### src/rtl/regfile_pkg.sv
// Shared definitions for the register-file write-port arbiter and its
// round-robin picker: default widths, FSM states and the rr_pick helper.
package regfile_pkg;

  localparam int NUM_ADDR_BITS_DEF = 6;
  localparam int REG_WIDTH_DEF     = 32;
  localparam int REG_ZERO_ADDR     = 0;

  // rr_pick works on a fixed 8-wide vector so one function serves any NUM_REQ <= 8
  localparam int PICK_MAX   = 8;
  localparam int PICK_IDX_W = 3;

  typedef enum logic {
    ARB    = 1'b0,
    LOCKED = 1'b1
  } arbState_e;

  typedef struct packed {
    logic                  found;
    logic [PICK_IDX_W-1:0] idx;
  } pick_t;

  // First set bit of valid[0:numReq-1] at or after ptr, wrapping around.
  // Scans offsets high to low so the smallest offset is the last to win.
  function automatic pick_t rr_pick(input logic [PICK_MAX-1:0]   valid,
                                    input logic [PICK_IDX_W-1:0] ptr,
                                    input int                    numReq);
    pick_t res;
    int    cand;
    res = '0;
    for (int k = numReq - 1; k >= 0; k--) begin
      cand = int'(ptr) + k;
      if (cand >= numReq) cand = cand - numReq;
      if (valid[cand]) begin
        res.found = 1'b1;
        res.idx   = cand[PICK_IDX_W-1:0];
      end
    end
    return res;
  endfunction

endpackage

### src/rtl/rr_picker.sv
// Combinational round-robin priority select over NUM_REQ requesters.
// Reusable by any port scheduler that keeps its own rotating pointer.
module rr_picker
  import regfile_pkg::*;
#(
  parameter int NUM_REQ = 3,
  parameter int PTR_W   = 2
) (
  input  logic [NUM_REQ-1:0] valid,
  input  logic [PTR_W-1:0]   ptr,
  output logic [NUM_REQ-1:0] grant,
  output logic [PTR_W-1:0]   idx,
  output logic               found
);

  logic [PICK_MAX-1:0]   validExt;
  logic [PICK_IDX_W-1:0] ptrExt;
  pick_t                 pick;

  // Widen to the package function's fixed width, pick, then one-hot the result
  always_comb begin
    validExt              = '0;
    validExt[NUM_REQ-1:0] = valid;
    ptrExt                = PICK_IDX_W'(ptr);
    pick                  = rr_pick(validExt, ptrExt, NUM_REQ);
    found                 = pick.found;
    idx                   = PTR_W'(pick.idx);
    grant                 = '0;
    if (pick.found) grant[idx] = 1'b1;
  end

endmodule

### src/rtl/regfile_wr_arbiter.sv
// Write-port arbiter for the 3R/1W register file. Round-robin between
// requesters, with burst locking capped at MAX_BURST grants. The write
// port outputs are registered so they are stable for the negedge commit.
// Optional sticky same-address hazard flag: REGFILE_WR_ARB_COLLIDE_EN.
module regfile_wr_arbiter
  import regfile_pkg::*;
#(
  parameter int NUM_REQ       = 3,
  parameter int NUM_ADDR_BITS = NUM_ADDR_BITS_DEF,
  parameter int REG_WIDTH     = REG_WIDTH_DEF,
  parameter int MAX_BURST     = 16
) (
  input  logic                           clk,
  input  logic                           reset_n,
  input  logic [NUM_REQ-1:0]             req_valid,
  input  logic [NUM_REQ-1:0]             req_lock,
  input  logic [NUM_REQ*NUM_ADDR_BITS-1:0] req_addr,
  input  logic [NUM_REQ*REG_WIDTH-1:0]   req_data,
  output logic [NUM_REQ-1:0]             req_ready,
  output logic                           rf_we,
  output logic [NUM_ADDR_BITS-1:0]       rf_wr_addr,
  output logic [REG_WIDTH-1:0]           rf_wr_data,
  output logic [$clog2(NUM_REQ)-1:0]     owner,
  output logic                           locked
`ifdef REGFILE_WR_ARB_COLLIDE_EN
  ,
  output logic                           collide
`endif
);

  localparam int OWN_W = $clog2(NUM_REQ);
  localparam int CNT_W = $clog2(MAX_BURST + 1);

  arbState_e               state, stateNxt;
  logic [OWN_W-1:0]        rrPtr, rrPtrNxt, ownerNxt;
  logic [CNT_W-1:0]        burstCnt, burstNxt;
  logic [NUM_REQ-1:0]      pickGrant, grant;
  logic [OWN_W-1:0]        pickIdx, gntIdx;
  logic                    pickFound;
  logic                    xfer;

  logic [NUM_REQ-1:0][NUM_ADDR_BITS-1:0] addrArr;
  logic [NUM_REQ-1:0][REG_WIDTH-1:0]     dataArr;
  logic [NUM_ADDR_BITS-1:0]              selAddr;

  assign addrArr = req_addr;
  assign dataArr = req_data;
  assign selAddr = addrArr[gntIdx];

  rr_picker #(
    .NUM_REQ (NUM_REQ),
    .PTR_W   (OWN_W)
  ) uPicker (
    .valid (req_valid),
    .ptr   (rrPtr),
    .grant (pickGrant),
    .idx   (pickIdx),
    .found (pickFound)
  );

  // State register: FSM, RR pointer, owner and burst count
  always_ff @(posedge clk or negedge reset_n) begin
    if (!reset_n) begin
      state    <= ARB;
      rrPtr    <= '0;
      owner    <= '0;
      burstCnt <= '0;
    end else begin
      state    <= stateNxt;
      rrPtr    <= rrPtrNxt;
      owner    <= ownerNxt;
      burstCnt <= burstNxt;
    end
  end

  // Next state: lock on a locked ARB grant, release on lock=0, owner drop or burst cap
  always_comb begin
    stateNxt = state;
    rrPtrNxt = rrPtr;
    ownerNxt = owner;
    burstNxt = burstCnt;
    if (xfer) begin
      ownerNxt = gntIdx;
      rrPtrNxt = (gntIdx == OWN_W'(NUM_REQ - 1)) ? '0 : gntIdx + 1'b1;
    end
    case (state)
      ARB: begin
        if (xfer && req_lock[gntIdx]) begin
          stateNxt = LOCKED;
          burstNxt = CNT_W'(1);
        end
      end
      LOCKED: begin
        if (!req_valid[owner]) begin
          stateNxt = ARB;
          burstNxt = '0;
        end else if (xfer) begin
          if (!req_lock[owner] || burstCnt == CNT_W'(MAX_BURST - 1)) begin
            stateNxt = ARB;
            burstNxt = '0;
          end else begin
            burstNxt = burstCnt + 1'b1;
          end
        end
      end
      default: stateNxt = ARB;
    endcase
  end

  // Grant outputs: picker result in ARB, owner only in LOCKED, nothing in reset
  always_comb begin
    grant  = '0;
    gntIdx = pickIdx;
    if (!reset_n) begin
      grant = '0;
    end else if (state == LOCKED) begin
      gntIdx        = owner;
      grant[owner]  = req_valid[owner];
    end else if (pickFound) begin
      grant = pickGrant;
    end
  end

  assign req_ready = grant;
  assign xfer      = |grant;
  assign locked    = (state == LOCKED);

  // Write port register; address 0 completes the handshake but never writes
  always_ff @(posedge clk or negedge reset_n) begin
    if (!reset_n) begin
      rf_we      <= 1'b0;
      rf_wr_addr <= '0;
      rf_wr_data <= '0;
    end else begin
      rf_we <= xfer && (selAddr != NUM_ADDR_BITS'(REG_ZERO_ADDR));
      if (xfer) begin
        rf_wr_addr <= selAddr;
        rf_wr_data <= dataArr[gntIdx];
      end
    end
  end

`ifdef REGFILE_WR_ARB_COLLIDE_EN
  logic collideNow;

  // Any two valid requesters aiming at the same nonzero register
  always_comb begin
    collideNow = 1'b0;
    for (int i = 0; i < NUM_REQ; i++) begin
      for (int j = i + 1; j < NUM_REQ; j++) begin
        if (req_valid[i] && req_valid[j] && addrArr[i] == addrArr[j] &&
            addrArr[i] != NUM_ADDR_BITS'(REG_ZERO_ADDR))
          collideNow = 1'b1;
      end
    end
  end

  // Sticky hazard flag, cleared only by reset
  always_ff @(posedge clk or negedge reset_n) begin
    if (!reset_n) collide <= 1'b0;
    else          collide <= collide | collideNow;
  end
`endif

endmodule

### config.mk
export PLATFORM = sky130hd
export DESIGN_NAME = regfile_wr_arbiter
export DESIGN_NICKNAME = d
export VERILOG_FILES = /design/src/rtl/regfile_pkg.sv /design/src/rtl/rr_picker.sv /design/src/rtl/regfile_wr_arbiter.sv
export SDC_FILE = /design/constraint.sdc
export NUM_CORES = 1
export LEC_CHECK = 0
export CORE_MARGIN = 4
export CORE_UTILIZATION = 40
export DETAILED_ROUTE_END_ITERATION = 8
export PLACE_DENSITY = 0.86
export RECOVER_POWER = 25
export SLEW_MARGIN = 5
export SYNTH_ARGS = -nofsm -noshare
export SYNTH_HDL_FRONTEND = slang
export SYNTH_HIERARCHICAL = 1
export SYNTH_SLANG_ARGS = --single-unit
### constraint.sdc
create_clock -name clk -period 3.5 [get_ports clk]
set_clock_uncertainty 0.05 [all_clocks]
set_input_delay 1.05 -clock clk [delete_from_list [all_inputs] [get_ports clk]]
set_output_delay 1.05 -clock clk [all_outputs]
set_load 0.01 [all_outputs]
Word-level counts from Yosys, hierarchy flattened
Cells that the tools add are included.

operators by class
  add/subtract/negate cells = 7
  $lt $le $gt $ge = 11
  eq/ne operators = 4
  muxes and demuxes = 45
  bitwise gates (word level) = 2
  reduce and logical (&&, ||, !) cells = 9

operators by type and width
  operator                                                                              count
  32-bit 2-to-1 mux                                                                     4
  32-bit by 5-bit less-than comparator with 1-bit output, second input constant         3
  32-bit binary-select mux with 2-bit select                                            1
  32-bit by 3-bit greater-or-equal comparator with 1-bit output, second input constant  2
  32-bit by 3-bit subtractor with 32-bit output, second input constant                  2
  5-bit 2-to-1 mux                                                                      4
  1-bit 2-to-1 mux                                                                      15
  6-bit binary-select mux with 2-bit select                                             1
  4-bit 2-to-1 mux                                                                      3
  5-bit one-hot mux with 2 select lines                                                 1
  1-bit binary-select mux with 3-bit select                                             3
  2-bit by 3-bit less-than comparator with 1-bit output, second input constant          3
  3-bit 2-to-1 mux                                                                      3
  1-bit binary-select mux with 2-bit select                                             3
  2-bit 2-to-1 mux                                                                      3
  6-bit 2-to-1 mux                                                                      1
  6-bit nonzero test                                                                    1
  5-bit by 1-bit adder with 5-bit output, second input constant                         1
  5-bit by 4-bit equality test with 1-bit output, second input constant                 1
  1-bit demux with 2-bit select                                                         2
  2-bit by 1-bit greater-or-equal comparator with 1-bit output, second input constant   2
  1-bit logical AND                                                                     4
  2-bit by 1-bit adder with 3-bit output, second input constant                         1
  2-bit by 2-bit adder with 3-bit output, second input constant                         1
  other kinds (13)                                                                      13

storage, ports and cells
  register bits after elaboration = 49
  bits of input ports = 122
  output and inout bits = 45
  logic and storage cells = 85

Logic depth before layout (Yosys ltp)
  word-level depth = 20
  mapped depth = 14
  mapped depth without buffers = 13

Modules after synthesis
The synthesis kept the hierarchy.

modules (own cells, without submodules)
  module              times used  cells an instance  area each (µm²)
  regfile_wr_arbiter  1           377                2857.7
  rr_picker           1           36                 279.0

Worst setup path before layout
No wires, ideal clock.

  path type = input to output
  start point = in req_valid[0]
  end point = out req_ready[0]
  arrival time = 2.296 ns
  required time = 2.400 ns
  setup slack = 0.104 ns
  stages = 7
  path buffers = 0
  path through = nor2b_1 a211o_1 a311o_1 nor3b_2 nand2_1 o22ai_2 and2_1

on the way
  elaborated cells between the ends (all ways) = 23
  those cells by class = order compare: 2; mux: 19; bitwise: 1; reduce/logical: 1

RTL lines
  item                                                  line                       RTL
  from (decl)                                           regfile_wr_arbiter.sv:15   input logic [NUM_REQ-1:0] req_valid,
  1-bit binary-select mux with 3-bit select             regfile_pkg.sv:34          if (valid[cand]) begin
  1-bit 2-to-1 mux (not written as such) (2 in series)  regfile_pkg.sv:34
  4-bit 2-to-1 mux (2 in series)                        regfile_pkg.sv:34
  4-bit 2-to-1 mux *                                    regfile_pkg.sv:34
  via pickFound                                         regfile_wr_arbiter.sv:39   logic pickFound;
  3-bit 2-to-1 mux *                                    regfile_wr_arbiter.sv:119  end else if (pickFound) begin
  3-bit 2-to-1 mux *                                    regfile_wr_arbiter.sv:116  end else if (state == LOCKED) begin
  3-bit 2-to-1 mux *                                    regfile_wr_arbiter.sv:114  if (!reset_n) begin
  to (decl)                                             regfile_wr_arbiter.sv:19   output logic [NUM_REQ-1:0] req_ready,

The timed path passes the listed nets; every way through them passes the cells marked *. The select of a mux whose other input is x is not followed.

Worst setup path in the final report
  start point = in req_valid[2]
  end point = out req_ready[0]

Same word-level chain as after synthesis.

==> impl_metrics.env <==
export IMPL_finalNetCount=742
export IMPL_h_tree_depth=2
export IMPL_dr_pass1_iters=4
export IMPL_setup_tns_ns=-0.288
export IMPL_drc=0
export IMPL_slowest_delay_ns=0.34
export IMPL_cp_slowest_cell="a311o_1"
export IMPL_setup_viol_count_final=3
export IMPL_synth_area_mm2=0.00314
export IMPL_syn_area_per_cell_um2=7.60
export IMPL_synthesis_nets=543
export IMPL_fin_crit_ns=3.64
export IMPL_multiInputGateArea_mm2=0.00192
export IMPL_timing_final_crit_share_pct=104
export IMPL_p_sw_w=0.00221
export IMPL_intPower_w=0.00282
export IMPL_grt_pass1_wl_um=16900
export IMPL_regArea_mm2=0.00123
export IMPL_die_area_mm2=0.00932
export IMPL_num_rows=32
export IMPL_comb_power_share_pct=73.8
export IMPL_yosysWarnings=6
export IMPL_async_flop_share_pct=100
export IMPL_core_area_mm2=0.00769
export IMPL_outcome="finished, violations left"
export IMPL_synth_distinct_cells=47
export IMPL_worst_ep_required_time_ns=2.40
export IMPL_fin_cells=715
export IMPL_layout_common_cells="clkdlybuf4s50_1, nand2_1, a21oi_1"
export IMPL_hold_path_class="reg -> reg"
export IMPL_fmax_mhz=274
export IMPL_grt_max_degree=52
export IMPL_rsz0062_at_grt="true"
export IMPL_cts_buffers=5
export IMPL_clock_sinks=49
export IMPL_drv_slew=0
export IMPL_drive_gt1_share_pct=16.2
export IMPL_drtAntennaViolNets=0
export IMPL_cap_violations=0
export IMPL_hold_viol=0
export IMPL_path_clk_slew_ns=0.08
export IMPL_synth_main_ff_cell="dfrtp_1"
export IMPL_synth_cells=413
export IMPL_grt_pass1_vias=3679
export IMPL_die_h_um=96.6
export IMPL_start_kind="input pin"
export IMPL_nFillCells=593
export IMPL_powerDensity_mw_per_mm2=903
export IMPL_via_per_inst=5.27
export IMPL_violations="setup timing"
export IMPL_grt_usage_pct=23.1
export IMPL_dp_cells=686
export IMPL_path_common_cell="buf_4"
export IMPL_routed_wirelength_um=11600
export IMPL_synth_seq_area_share_pct=39.1
export IMPL_io_pins=167
export IMPL_overflow=0
export IMPL_diodes=0
export IMPL_synth_seq_cells=49
export IMPL_port_buffers=166
export IMPL_start_util_pct=40.8
export IMPL_areaGrowthSynthToFinish_pct=77.7
export IMPL_hold_slack_ns=0.440
export IMPL_power_share_clock_pct=6.2
export IMPL_crit_fanout=3
export IMPL_drt_initial_drc_count=96
export IMPL_clk_latency_ns=0.29
export IMPL_p_sw_share_pct=44.0
export IMPL_tightest_slew_ns=1.25
export IMPL_wl_per_cell_um=16.2
export IMPL_worstSetupPathType="in -> out"
export IMPL_gp_congestion=0.843
export IMPL_seq_power_share_pct=20.0
export IMPL_path_cells="buf_6, buf_4, buf_4, inv_1, o21ai_0, a311o_1, nor3b_2, nand2_1, o22ai_2, and2_1, buf_2"
export IMPL_relSlewSlack_pct=16.7
export IMPL_vias=3769
export IMPL_grt_antenna_before_repair=0
export IMPL_cts_tree="yes"
export IMPL_cts_buffer_depth=2
export IMPL_cts_root_buf="clkbuf_8"
export IMPL_p_total_w=0.00503
export IMPL_vdd_drop_max_uv=405
export IMPL_pre_cts_ws_ns=-0.936
export IMPL_final_common_cell="clkdlybuf4s50_1"
export IMPL_worstPathArrival_ns=2.54
export IMPL_die_x_um=96.6
export IMPL_leakage_nw=2.39
export IMPL_synth_edf_count=0
export IMPL_place_hpwl_um=8100
export IMPL_timing_final_ws_setup_ns=-0.144
export IMPL_cp_end_kind="output pin"
## layout make-up
cell class | instances | share of cell area [%]
flip-flops and latches | 49 | 22.0
clock buffers | 8 | 1.44
multi-input cells | 329 | 34.4
well taps | 102 | 2.29
inverters | 8 | 0.539
repair buffers | 219 | 39.3
## logic make-up after synthesis
| family | Yosys count | share of synthesized area (%) |
|---|---|---|
| flops | 49 | 39.1 |
| fa+ha+maj | 8 | 3.19 |
| buf+inv | 35 | 4.91 |
| compound gates | 151 | 27.0 |
| mux | 8 | 2.63 |
| simple gates | 162 | 23.2 |
## synthesized netlist by cell type, types with 3 or more instances
library cell	n	share of area, %
clkbuf_1	14	1.7
o21ai_1	41	6.5
inv_1	8	0.96
a31oi_1	3	0.60
nand4b_1	3	0.84
nor2_1	7	0.84
and2_1	4	0.80
ha_1	8	3.2
dfrtp_1	49	39
nand2_1	125	15
a211o_1	3	0.84
nor3_1	5	0.80
mux2i_1	6	1.9
a21oi_1	83	13
buf_2	6	0.96
o21ai_0	5	0.80
buf_1	4	0.48
## metal layers
layer,GRT usage [%],vias up,routed length [um]
met5,0,-,0
met4,9.00,0,342
met3,5.34,26,776
met2,42.5,142,6020
met1,25.5,1779,4430
li1,-,1822,-
## power groups by stage
stage | Sequential, W | Clock [W] | Combinational [W]
2_1_floorplan | 0.00108 | 0 | 0.00166
3_3_place_gp | 0.000990 | 0 | 0.00301
3_5_place_dp | 0.00101 | 0 | 0.00311
4_1_cts | 0.000997 | 0.000326 | 0.00327
5_1_grt | 0.00104 | 0.000339 | 0.00406
6_report | 0.00100 | 0.000314 | 0.00371
## final timing paths
check	start	endpoint	slack (ns)	cells after the start
min	rf_wr_data[25]$_DFFE_PN0P_	rf_wr_data[25]$_DFFE_PN0P_	0.44	2
min reg2reg	rf_wr_data[25]$_DFFE_PN0P_	rf_wr_data[25]$_DFFE_PN0P_	0.44	2
min in group asynchronous	reset_n	burstCnt[3]$_DFFE_PN0P_	1.23	2
max	req_valid[2]	req_ready[0]	-0.14	11
max reg2reg	rrPtr[1]$_DFFE_PN0P_	rf_wr_data[13]$_DFFE_PN0P_	0.10	20
max in group asynchronous	reset_n	rrPtr[1]$_DFFE_PN0P_	1.33	2
## critical path, delay by kind of cell
kind            cells  cell delay, ns
buf+inv             5            0.56
simple gates        3            0.42
compound gates      3            0.50
## sequential cells by signal, indices dropped and copies added (netlist names)
register / cells
rf_we: 1
rf_wr_data: 32
owner: 2
rrPtr: 2
burstCnt: 5
rf_wr_addr: 6
locked: 1
## stage by stage
stage	utilization [%]	instance area (um^2)
floorplan	-	3140
CTS	69.3	5330
global route	72.5	5580
global placement	66.5	5110
finish	72.5	5580
detailed placement	66.5	5110
## repair_timing
action	in CTS	in global routing
pin swaps	20	20
hold buffers	0	0
setup buffers	12	3
gates cloned	0	7
endpoints found under the setup margin	15	51
resized for setup	42	25
(Power assumes the default switching activity.)
